<file path="src/rtl/cm_sort_gather.sv">
// Word-serial to DCNT-wide frame gatherer feeding the parallel sorter.
// Optional short-frame support via i_last when CM_SORT_GATHER_LAST_EN is defined.
module cm_sort_gather #(
    parameter int unsigned DCNT     = 4,
    parameter int unsigned DWIDTH   = 8,
    parameter bit          PAD_HIGH = 1'b1
) (
    input  logic                             i_clk,
    input  logic                             i_rst,
    input  logic                             i_vld,
    input  logic [DWIDTH-1:0]                i_data,
`ifdef CM_SORT_GATHER_LAST_EN
    input  logic                             i_last,
`endif
    output logic                             o_vld,
    output logic [DCNT-1:0][DWIDTH-1:0]      o_data,
    output logic [$clog2(DCNT+1)-1:0]        o_cnt
);

    localparam int unsigned CW = (DCNT > 1) ? $clog2(DCNT) : 1;
    localparam int unsigned OW = $clog2(DCNT + 1);

    logic [CW-1:0]                  cnt_q;
    logic [DCNT-1:0][DWIDTH-1:0]    buf_q;
    logic [DCNT-1:0][DWIDTH-1:0]    frame_d;
    logic [OW-1:0]                  cnt_out;
    logic                           full;
    logic                           close;

    assign full = (cnt_q == CW'(DCNT - 1));

`ifdef CM_SORT_GATHER_LAST_EN
    localparam logic [DWIDTH-1:0] PAD = {DWIDTH{PAD_HIGH}};

    assign close   = i_vld && (full || i_last);
    assign cnt_out = OW'(cnt_q) + OW'(1);

    // Slots below the fill point come from the buffer, the closing word lands at cnt_q,
    // everything above is padded so stale buffer contents never escape.
    always_comb begin
        frame_d = '0;
        for (int unsigned k = 0; k < DCNT; k++) begin
            if (k < 32'(cnt_q)) begin
                frame_d[k] = buf_q[k];
            end else if (k == 32'(cnt_q)) begin
                frame_d[k] = i_data;
            end else begin
                frame_d[k] = PAD;
            end
        end
    end
`else
    assign close   = i_vld && full;
    assign cnt_out = OW'(DCNT);

    always_comb begin
        frame_d         = buf_q;
        frame_d[DCNT-1] = i_data;
    end
`endif

    always_ff @(posedge i_clk) begin
        if (i_rst) begin
            cnt_q  <= '0;
            buf_q  <= '0;
            o_vld  <= 1'b0;
            o_data <= '0;
            o_cnt  <= '0;
        end else begin
            o_vld <= 1'b0;
            if (i_vld) begin
                buf_q[cnt_q] <= i_data;
                if (close) begin
                    o_vld  <= 1'b1;
                    o_data <= frame_d;
                    o_cnt  <= cnt_out;
                    cnt_q  <= '0;
                end else begin
                    cnt_q <= cnt_q + CW'(1);
                end
            end
        end
    end

endmodule
</file>
<file path="config.mk">
export PLATFORM = sky130hd
export DESIGN_NAME = cm_sort_gather
export DESIGN_NICKNAME = d
export VERILOG_FILES = /design/src/rtl/cm_sort_gather.sv
export SDC_FILE = /design/constraint.sdc
export NUM_CORES = 1
export LEC_CHECK = 0
export CORE_ASPECT_RATIO = 1.4
export CORE_MARGIN = 4
export CORE_UTILIZATION = 45
export CTS_CLUSTER_DIAMETER = 100
export CTS_CLUSTER_SIZE = 24
export DETAILED_ROUTE_END_ITERATION = 12
export PLACE_DENSITY = 0.68
export REMOVE_ABC_BUFFERS = 1
export SYNTH_ARGS = -nofsm -noshare
export SYNTH_HDL_FRONTEND = slang
export SYNTH_SLANG_ARGS = --single-unit
</file>
<file path="constraint.sdc">
create_clock -name i_clk -period 2.6 [get_ports i_clk]
set_input_delay 0.65 -clock i_clk [delete_from_list [all_inputs] [get_ports i_clk]]
set_output_delay 0.65 -clock i_clk [all_outputs]
set_load 0.005 [all_outputs]
</file>
==> run summary, run 1 <==
The vias per cell came out at between 4 and 5. Along the worst path, the maximum fanout reaches 2. The post-layout net count came out at approximately 270. The initial standard-cell utilization of the core is 46.4%.

The unique cell type count in the Yosys netlist came out at 19. For this design, the slowest cell found on the critical path is clkdlybuf4s50_1. The share of the synthesized netlist area taken by xor and xnor gates came out at 0%. The most congested layer reported by global routing is met2. The post-route total power came out at ~2 mW. The number of global-route vias before repair came out at 1,568. The total number of H-tree levels is 3.

The count of cells along the worst hold path is 2. The endpoint of the worst hold path is o_data[7]. The cell depth of the worst flop-to-flop path came out at 3.

The longest clock path from root to sink contains 2 buffers. The number of gates resized after cts is 0. The synthesized cell area is 2410 sq um. The fraction of the mapped netlist area in compound gates came out at less than 1%. The largest net degree at the start of global routing is 70. In the synthesized netlist, the number of instances is approximately 220. The final HPWL from detailed placement is roughly 2700 um.

Cells fill between 50% and 60% of the core in the end. The final weighted congestion in routability-driven placement came out at roughly 0.69. The die covers between 6000 and 7000 sq um.

The worst path in the final design needs a cycle of roughly 1.8 ns, including I/O delays and setup. The number of DRC markers after the initial detailed-route iteration came out at 79. In the global route stage, overall resource usage came out at 14.1%.

The largest family of logic cells by synthesized area is multiplexers. Traced cell by cell, the critical path runs through clkdlybuf4s50_1. The register bit total from synthesis is 60. The synthesized netlist devotes about a fifth of its cell area to simple gates. Global routing used slightly above 4% of the available met3 tracks. TritonCTS built the clock tree. The static leakage is ~1.4 nW.

In this run the critical register-to-register path is captured at o_data[15]. The post-CTS setup-driven buffer insertion count is 0. The number of antenna violations at the first check in global routing came to 0.

The setup path with the least slack is of type reg -> out. Dividing the detail-routed wire length by the instance count gives 12.4 um. The portion of total power attributed to the clock network is a little under half. Among cell families on the critical path, the largest total delay comes from buffers and inverters. The total iterations of the first detailed-routing run came out at 4. For this run, design rule violations remaining after detail routing come to 0.

The global-route congestion overflow total came out at 0. In this run the critical register-to-register path is launched from cnt_q[0]. At the later pin of the worst-skew pair, clock insertion delay measures 0.33 ns. The number of buffers and inverters on the critical path is 1. Buffers inserted to repair hold after CTS numbered 0. STA classifies the critical path endpoint as an output pin.

Multiplexer cells account for 23.3% of the synthesized area. The cell sitting at the root of the clock tree is a clkbuf_8. Once detail routing completed, the nets flagged for antenna violations numbered 0.

The top-level port count came out at 47. The maximum single-stage delay on the critical path is 0.52 ns. The register-to-register setup slack is around 1.2 ns. The cell-internal power came out at about 1.6 mW. The die is ~95 um tall. The worst clock skew came out at 0.00562 ns.

The final antenna diode count is 0. The summed negative setup slack over all endpoints is 0 ns. Buffers inserted during clock tree synthesis total 9. The overall die width came out at ~70 um. The met1 layer usage reported by global route came out at roughly 16%. The clock-pin slew of the registers on the worst-case setup and hold paths came out at roughly 0.06 ns.

The achievable clock frequency came out at 545 MHz. The kind of start point of the critical path is a flip-flop. Setup repair after global routing left no endpoint under its margin. The total core area is roughly 5200 sq um.

The post-route netlist has approximately 6.8% of its cells at a drive strength greater than 1. During synthesis, Yosys emitted a total of 0 warnings. Tracing the worst setup path back leads to its startpoint at o_data[0]. During placement, the flow inserted port buffers numbering 44. The part of the total power dissipated in combinational logic came out at between 6 and 7%. Dividing the final minimum period by the clock period gives a little over two thirds. The wire length of the first global-routing pass is between 7000 and 8000 um. Registers are responsible for 48.2% of the overall power.

The arrival time reported for the critical path endpoint is approximately 1.2 ns. The synthesized netlist devotes ~2.1% of its cell area to adder and majority cells. Compared with the post-synthesis result, the final layout area differs by 27.8%. The flow ran to the end, and the final reports show no timing, DRC or antenna violations. The average instance area after synthesis came out at ~11 sq um. The number of hold violations in the final report came out at 0.

The sequential fraction of the synthesis area came out at between 40% and 50%. The total number of placement rows came out at 31. In the global route stage, met2 resource usage came out at between 20% and 30%.

For the worst setup path, the data required time is between 1.5 and 2 ns. The path class of the tightest hold or removal check is reg -> reg. The count of max-cap constraint violations came out at 0.

The worst-case IR drop observed on VDD is between 400 and 500 uV. The hold path startpoint is o_data[7]. For this block, the via count after detailed routing is 1,534. Setup violations remaining at the end of the flow were counted as 0. Of the total power, the share spent switching nets is between 20% and 30%. The wire length reported by the detailed router came out at roughly 4100 um. The switching power total came out at ~0.40 mW.

The sink count of the clock tree is 60. The number of max-slew violations in the final report came out at 0. The power per cell area is roughly 640 nW/um^2.
-- how the worst max path moves through the flow --
stage                       endpoint  slack [ns]  cells after the start
after floorplan             cnt_q[0]        1.35                      2
after global placement      buf_q[2]        0.49                      3
after detailed placement    buf_q[2]        0.47                      3
after CTS                  o_data[0]        0.73                      1
after global routing      o_data[21]        0.71                      1
final                      o_data[0]        0.76                      1
-- state kept, by name, indices dropped and copies added, names as in the netlist --
name    flops
o_data     32
buf_q      24
cnt_q       2
o_cnt       1
o_vld       1
-- power by group through the flow --
| stage | registers (mW) | clock network, mW | logic [mW] |
|---|---|---|---|
| CTS | 0.949 | 0.929 | 0.122 |
| detailed placement | 0.970 | 0 | 0.122 |
| global route | 0.951 | 0.962 | 0.134 |
| floorplan | 0.968 | 0 | 0.0725 |
| finish | 0.949 | 0.902 | 0.119 |
| global placement | 0.969 | 0 | 0.121 |
-- Yosys cell counts (all sizes together) --
library cell | number | area, sq um
dfxtp | 60 | 1200
buf | 9 | 71.3
nand2b | 65 | 407
clkbuf | 6 | 22.5
or4b | 1 | 10.0
nor2 | 2 | 7.51
inv | 2 | 7.51
nand3b | 1 | 7.51
a21oi | 2 | 10.0
o31ai | 1 | 7.51
nand2 | 4 | 25.0
conb | 1 | 3.75
and2 | 3 | 18.8
mux2i | 56 | 561
ha | 4 | 50.1
-- cell usage in the layout (no fill, tap or decap), drive strengths merged --
master	n
nand2b	65
dfxtp	60
mux2i	56
clkdlybuf4s50	44
clkbuf	11
ha	4
nand2	4
and2	3
clkinv	3
inv	2
nor2	2
a21oi	2
conb	2
bufinv	2
nand3b	1
or4b	1
o31ai	1
buf	1
-- worst min-delay path, stage by stage (launching register included) --
cell      delay (ns)
dfxtp_1         0.31
nand2b_1        0.06
mux2i_1         0.05
-- metal layers --
layer,routed length [um],up-vias
met5,0,-
met2,1980,29
met4,77,0
met1,1890,704
met3,162,8
li1,-,793
-- cells by family after synthesis --
kind of cell | after synthesis
multiplexers | 56
flip-flops | 60
other | 1
AND/OR/NAND/NOR | 76
adder cells (fa/ha/maj) | 4
AO/OA/AOI/OAI | 3
buffers and inverters | 17
-- stage by stage --
stage	hold slack [ns]	worst slack [ns]	instances	instance area, sq um
2_1_floorplan	0.457	1.35	203	2320
3_3_place_gp	0.463	0.489	314	2860
3_5_place_dp	0.464	0.465	314	2860
4_1_cts	0.477	0.734	330	3080
5_1_grt	0.489	0.709	330	3080
6_report	0.473	0.764	330	3080
-- final cells by class --
type / count / area, sq um
Clock buffer: 11 / 141
Clock inverter: 5 / 75.1
Fill cell: 472 / 2120
Inverter: 2 / 7.51
Multi-Input combinational cell: 141 / 1110
Sequential cell: 60 / 1200
Tap cell: 66 / 82.6
Timing Repair Buffer: 45 / 460
No activity file was read; power rests on OpenSTA's default activity.
==> run 2: changes to the inputs <==
- clock period: 2.6 -> 1.8 ns (I/O delays scaled with it)
==> run 2 against run 1 <==
Net effect: routed wire length increased by 3.2%; setup slack got worse by 0.59 ns; largest cell class unchanged; cell area increased by 1.2%; clock skew about the same; power increased by 36%; register-to-register slack got worse by 0.80 ns; first-iteration DRC count decreased by 35%; hold slack about the same; non-clock buffer count increased by 7; critical path type unchanged; critical path depth unchanged.
==> run summary, run 2 (synthesis gave the netlist of run 1 again) <==
The worst clock skew came out at 0.00561 ns (-0.0000109 ns). The wire length of the first global-routing pass is 7180 um (-1.0%). The combined buffer and inverter count along the critical path is 1 (unchanged).

The via total after detailed routing is 1,559 (+1.6%). The clock buffer count from CTS was 9 (unchanged). The initial standard-cell utilization of the core is 46.4% (unchanged). More flip-flops sit in one register than any other, and that register is o_data. The category of the worst setup path capture point is an output pin. The sink count of the clock tree is 60 (unchanged). The number of setup violations in the final report came out at 0 (unchanged). The number of hold violations in the final report came out at 0 (unchanged). The minimum period implied by the final worst setup slack came out at between 1.5 and 2 ns. Leaving out fill and tap cells, the most frequent cell in the layout is nand2b_1. The flip-flop count of the largest register, all copies and words added came out at 32 (unchanged). The total number of placement rows was 31 (unchanged). The top cell types in the final layout, fill and taps aside, are nand2b_1 (65), dfxtp_1 (60), mux2i_1 (56), clkdlybuf4s50_1 (44), clkbuf_8 (13). The setup slack at placement is 0.0544 ns (-0.411 ns). The final HPWL from detailed placement was 2940 um (+11%).

The cell-internal power is 2.10 mW (+34%). The number of max-slew violations in the final report came out at 0 (unchanged). The post-CTS setup-driven buffer insertion count is 0 (unchanged).

The number of buffers added on ports is 44 (unchanged). The number of hold buffers added after cts is 0 (unchanged). The total iterations of the first detailed-routing run came out at 4 (unchanged). The total number of H-tree levels came out at 3 (unchanged).

TritonCTS built the clock tree. The achievable clock frequency is about 610 MHz. Setup repair after global routing left no endpoint under its margin. The worst hold path begins at o_cnt[2]. The share of the cycle needed by the critical path after routing is between 90% and 100%.

The tree is rooted in a clkbuf_8. The count of max-cap constraint violations came to 0 (unchanged). The part of the total power dissipated in combinational logic was 7.0% (+0.9 points).

The arrival time reported for the critical path endpoint is 1.18 ns (about the same). The largest net degree at the start of global routing is 30 (-57%). The switching power total came out at 0.574 mW (+42%). The post-layout net count came out at 281 (+2.6%). The wire length reported by the detailed router is 4230 um (+3.2%). The y dimension of the die is 94.6 um (unchanged). The endpoint of the worst register-to-register path is o_data[7]. The slowest stage of the critical path is the clkdlybuf4s50_1 cell. The reg-to-reg critical path startpoint is cnt_q[1]. The dominant delay contributor by cell family on the critical path is buffers and inverters. The power per cell area came out at 859 nW/um^2 (+34%). The total core area came out at 5200 sq um (unchanged). The start point of the critical path is o_data[13]. The worst ir drop on vdd is 565 uV (+16%). The run finished with clean final reports. The largest registers in the layout are o_data: 32 flops, buf_q: 24 flops, cnt_q: 2 flops.

The total routing resource utilization after global routing came out at 13.9% (-0.17 points). The number of DRC markers after the initial detailed-route iteration is 51 (-35%). The final weighted congestion in routability-driven placement is 0.704 (+2.6%). The net switching share of the total power is 21.4% (+0.90 points). The DRC violation count after routing came to 0 (unchanged). The top-level port count came out at 47 (unchanged). The endpoint required time on the critical path is 1.35 ns (-0.60 ns).

The maximum net fanout on the critical path is 2 (unchanged). The maximum single-stage delay on the critical path was 0.51 ns (about the same). The cell depth of the worst flop-to-flop path came to 3 (unchanged). The fraction of layout cells with a size suffix above 1 came out at 8.89% (+2.1 points). The area of the die is 6610 sq um (unchanged).

The final design area excluding fillers is 3120 sq um (+1.2%). The overall die width came to 69.8 um (unchanged). The count of cells along the worst hold path is 2 (unchanged). The summed negative setup slack over all endpoints is 0 ns (unchanged). The count of antenna-violating nets left after detailed routing is 0 (unchanged). The vias per cell came out at 4.64 (-0.19%).

The count of fill cells added during filler insertion came out at 480 (+1.7%). For hold timing, the worst endpoint is o_cnt[2]. The largest buffer count on any clock path is 2 (unchanged).

The global-route congestion overflow total was 0 (unchanged). The post-route total power came to 2.68 mW (+36%). The average wire per cell in the routed design came out at 12.6 um (+1.3%). The number of global-route vias before repair is 1,623 (+3.5%). The source-to-sink clock delay at the later pin of the worst-skew pair came out at 0.33 ns (about the same). The register-to-register setup slack came out at 0.42 ns (-0.80 ns). The post-detailed-placement cell area is 2930 sq um (+2.3%). The number of gates resized after cts is 0 (unchanged). The critical setup path kind is reg -> out.

The area growth from synthesis to layout came out at 29.3%. The final core utilization is 59.9% (+0.70 points). The share of power burned in registers is 51.2% (+3.0 points). The final worst slack came out at 0.170 ns (-0.595 ns).

Walking the worst path, the cells encountered are clkdlybuf4s50_1. The static leakage is 1.40 nW (+1.8%). The clock-pin slew of the registers on the worst-case setup and hold paths came to 0.06 ns (about the same). The number of antenna violations at the first check in global routing came out at 0 (unchanged). The final antenna diode count is 0 (unchanged).

The tightest min-delay check is of the reg -> reg type. The portion of total power attributed to the clock network came to 41.8% (-4.0 points). The kind of start point of the critical path is a flip-flop.
==> run 2: changes by cell type in the layout (fill, tap and decap cells not counted), sizes merged <==
cell    delta
buf        +7
clkbuf     +3
bufinv     -2
clkinv     -2
==> run 2: through the flow <==
stage,std cells,hold WS (ns)
finish,336,0.473
global route,336,0.488
CTS,336,0.478
detailed placement,321,0.462
global placement,321,0.463
floorplan,203,0.457
==> run 2: cell type report <==
| class | instances | area [sq um] | area share [%] |
|---|---|---|---|
| timing repair buffer | 52 | 526 | 16.9 |
| multi-input combinational | 141 | 1110 | 35.7 |
| sequential | 60 | 1200 | 38.6 |
| inverter | 2 | 7.51 | 0.241 |
| tap | 66 | 82.6 | 2.65 |
| clock inverter | 1 | 5.00 | 0.161 |
| clock buffer | 14 | 183 | 5.86 |
==> run 2: how the worst max path moves through the flow <==
stage	endpoint	slack [ns]	cells after the start
after floorplan	cnt_q[0]	0.59	3
after global placement	cnt_q[0]	0.07	4
after detailed placement	buf_q[7]	0.05	5
after CTS	o_data[13]	0.14	1
after global routing	o_data[1]	0.11	1
final	o_data[13]	0.17	1
==> run 2: worst reg2reg max path: stages (launching register included) <==
cell	delay (ns)
dfxtp_1	0.38
ha_1	0.30
and2_1	0.39
mux2i_1	0.24
==> run 2: metal layers <==
metal	routed length [um]	GRT usage, %
met2	2070	23.8
met1	1890	15.4
met5	0	0
met3	171	4.15
met4	100	7.67
==> run 2: power by group through the flow <==
stage / Combinational (mW) / Sequential [mW] / Clock [mW]
2_1_floorplan: 0.105 / 1.40 / 0
3_3_place_gp: 0.188 / 1.40 / 0
3_5_place_dp: 0.189 / 1.40 / 0
4_1_cts: 0.190 / 1.37 / 1.14
5_1_grt: 0.207 / 1.37 / 1.21
6_report: 0.187 / 1.37 / 1.12
==> run 3: changes to the inputs <==
- ABC_AREA: not set -> 0
- CORE_MARGIN: 4 -> not set
==> run 3 against run 2 <==
Net effect: sequential cell count unchanged; combinational power up 5%; first-iteration DRC count down 22%; largest power group unchanged; non-clock buffer count up 3.
==> run summary, run 3 (synthesis gave the netlist of run 1 again) <==
The min-delay analysis places its worst path in the category reg -> reg. The number of max-slew violations in the final report is 0 (unchanged). The final core utilization came out at 61.0% (+1.0 points).

The number of DRC markers after the initial detailed-route iteration is 40 (-22%). The detailed-route wire length on metal 1 came out at 1820 um (-3.5%). The count of antenna-violating nets left after detailed routing came out at 0 (unchanged). The clock-pin slew of the registers on the worst-case setup and hold paths came out at 0.06 ns (about the same).

Grouping stages by cell kind, the critical path spends the most delay in buffers and inverters. The final HPWL from detailed placement is 2750 um (-6.6%). The count of max-cap constraint violations is 0 (unchanged).

The endpoint of the worst hold path is o_data[15]. The worst register-to-register path begins at cnt_q[0]. The DRC violation count after routing is 0 (unchanged).

The achievable clock frequency is 609 MHz (-0.76%). The top cell types in the final layout, fill and taps aside, are nand2b_1 (65), dfxtp_1 (60), mux2i_1 (56), clkdlybuf4s50_1 (44), clkbuf_8 (11). The critical path in this run is classified as reg -> out.

The final antenna diode count came out at 0 (unchanged). The total number of placement rows was 31 (unchanged). The total core area came to 5160 sq um (-0.75%). The post-CTS setup-driven buffer insertion count is 0 (unchanged). The worst setup path is captured at an output pin. The number of global-route vias before repair came out at 1,463 (-9.9%). The via total after detailed routing came out at 1,560 (+0.064%). More flip-flops sit in one register than any other, and that register is o_data.

The flip-flop count of the largest register, all copies and words added is 32 (unchanged). The static leakage came to 1.41 nW (+0.95%). The library cell used most frequently in the layout, excluding fill and tap cells, is nand2b_1. TritonCTS built the clock tree. The area of the die came out at 5660 sq um (-14%).

The flow ran to the end, and the final reports show no timing, DRC or antenna violations. The maximum single-stage delay on the critical path is 0.52 ns (about the same). The post-detailed-placement cell area was 2980 sq um (+1.6%). The number of buffers added on ports is 44 (unchanged). The worst ir drop on vdd is 681 uV (+21%). The final design area excluding fillers came to 3140 sq um (+0.92%). The critical path goes through clkdlybuf4s50_1. After detailed routing, no signal wire sits above met4. The post-route total power was 2.60 mW (-2.9%).

The wire length on met3 is 157 um (-8.2%). The vias per cell was 4.60 (-0.82%). The number of hold violations in the final report is 0 (unchanged). The y dimension of the die came out at 88.6 um (-6.3%). The number of gates resized after cts is 0 (unchanged). The overall die width is 63.8 um (-8.6%). The global-route congestion overflow total came out at 0 (unchanged). The largest individual stage delay along the critical path comes from the cell clkdlybuf4s50_1.

The maximum net fanout on the critical path was 2 (unchanged). The sink count of the clock tree came out at 60 (unchanged). The count of cells along the worst hold path came out at 2 (unchanged).

The cell depth of the worst flop-to-flop path is 3 (unchanged). The worst hold path begins at o_data[15]. The average wire per cell in the routed design is 11.8 um (-6.7%). The fraction of layout cells with a size suffix above 1 came out at 9.52% (+0.63 points). In this run the critical register-to-register path is captured at cnt_q[0]. The register-to-register setup slack came out at 0.50 ns (+0.08 ns). The detailed route wirelength on metal2 came out at 1920 um (-7.3%). The power per cell area came out at 827 nW/um^2 (-3.8%). The minimum period implied by the final worst setup slack came out at 1.64 ns (+0.0125 ns). The number of setup violations in the final report is 0 (unchanged).

The arrival time reported for the critical path endpoint came out at 1.19 ns (about the same). The number of antenna violations at the first check in global routing is 0 (unchanged). Setup repair after global routing left no endpoint under its margin. CTS placed an instance of clkbuf_8 at the clock tree root. The largest net degree at the start of global routing came to 28 (-6.7%). The top-level port count is 47 (unchanged). The wire length reported by the detailed router is 3980 um (-5.9%).

The final weighted congestion in routability-driven placement came out at 0.693 (-1.5%). The source-to-sink clock delay at the later pin of the worst-skew pair came out at 0.33 ns (about the same). The wire length of the first global-routing pass came to 6820 um (-5.0%). The largest registers in the layout are o_data: 32 flops, buf_q: 24 flops, cnt_q: 2 flops.

The summed negative setup slack over all endpoints came out at 0 ns (unchanged). The post-layout net count came out at 284 (+1.1%). The worst setup path is launched from a flip-flop.

The combined buffer and inverter count along the critical path came out at 1 (unchanged). The clock buffer count from CTS is 9 (unchanged). The endpoint required time on the critical path was 1.35 ns (about the same).

The area growth from synthesis to layout is 30.5%. The worst clock skew is 0.00557 ns (-0.0000390 ns). The total routing resource utilization after global routing came to 16.3% (+2.3 points). The initial standard-cell utilization of the core came out at 46.7% (+0.35 points). The largest buffer count on any clock path came to 2 (unchanged). The number of hold buffers added after cts is 0 (unchanged).

The total iterations of the first detailed-routing run was 4 (unchanged). The share of the cycle needed by the critical path after routing came out at 91.3% (+0.69 points). The total number of H-tree levels came out at 3 (unchanged).
-- run 3: final cells by class --
cell class / instances / area (sq um)
clock buffers: 13 / 159
inverters: 2 / 7.51
flip-flops and latches: 60 / 1200
clock inverters: 2 / 10.0
multi-input cells: 141 / 1110
fillers: 459 / 2010
well taps: 66 / 82.6
repair buffers: 55 / 573
-- run 3: worst max path at each step --
stage                    start    endpoint  slack, ns  cells after the start
floorplan             cnt_q[0]    cnt_q[0]       0.59                      3
global placement         i_vld    cnt_q[0]       0.03                      3
detailed placement       i_vld    cnt_q[0]       0.01                      3
CTS                  o_data[8]   o_data[8]       0.14                      1
global route        o_data[13]  o_data[13]        0.1                      1
finish               o_data[8]   o_data[8]       0.16                      1
-- run 3: stage by stage --
| step | setup WS [ns] | instances | hold slack, ns |
|---|---|---|---|
| 2_1_floorplan | 0.588 | 203 | 0.457 |
| 3_3_place_gp | 0.0287 | 324 | 0.459 |
| 3_5_place_dp | 0.0136 | 324 | 0.463 |
| 4_1_cts | 0.143 | 339 | 0.475 |
| 5_1_grt | 0.0968 | 339 | 0.493 |
| 6_report | 0.157 | 339 | 0.472 |
-- run 3: routing by layer --
layer  global-route usage [%]  up-vias
li1                         -      808
met1                     19.1      716
met2                     25.7       27
met3                     6.19        9
met4                     8.68        0
met5                        0        -
-- run 3: report_power, final --
group / leakage, nW / internal, mW / switching [mW]
combinational: 0.834 / 0.110 / 0.0858
clock: 0.0893 / 0.563 / 0.468
sequential: 0.486 / 1.36 / 0.0111
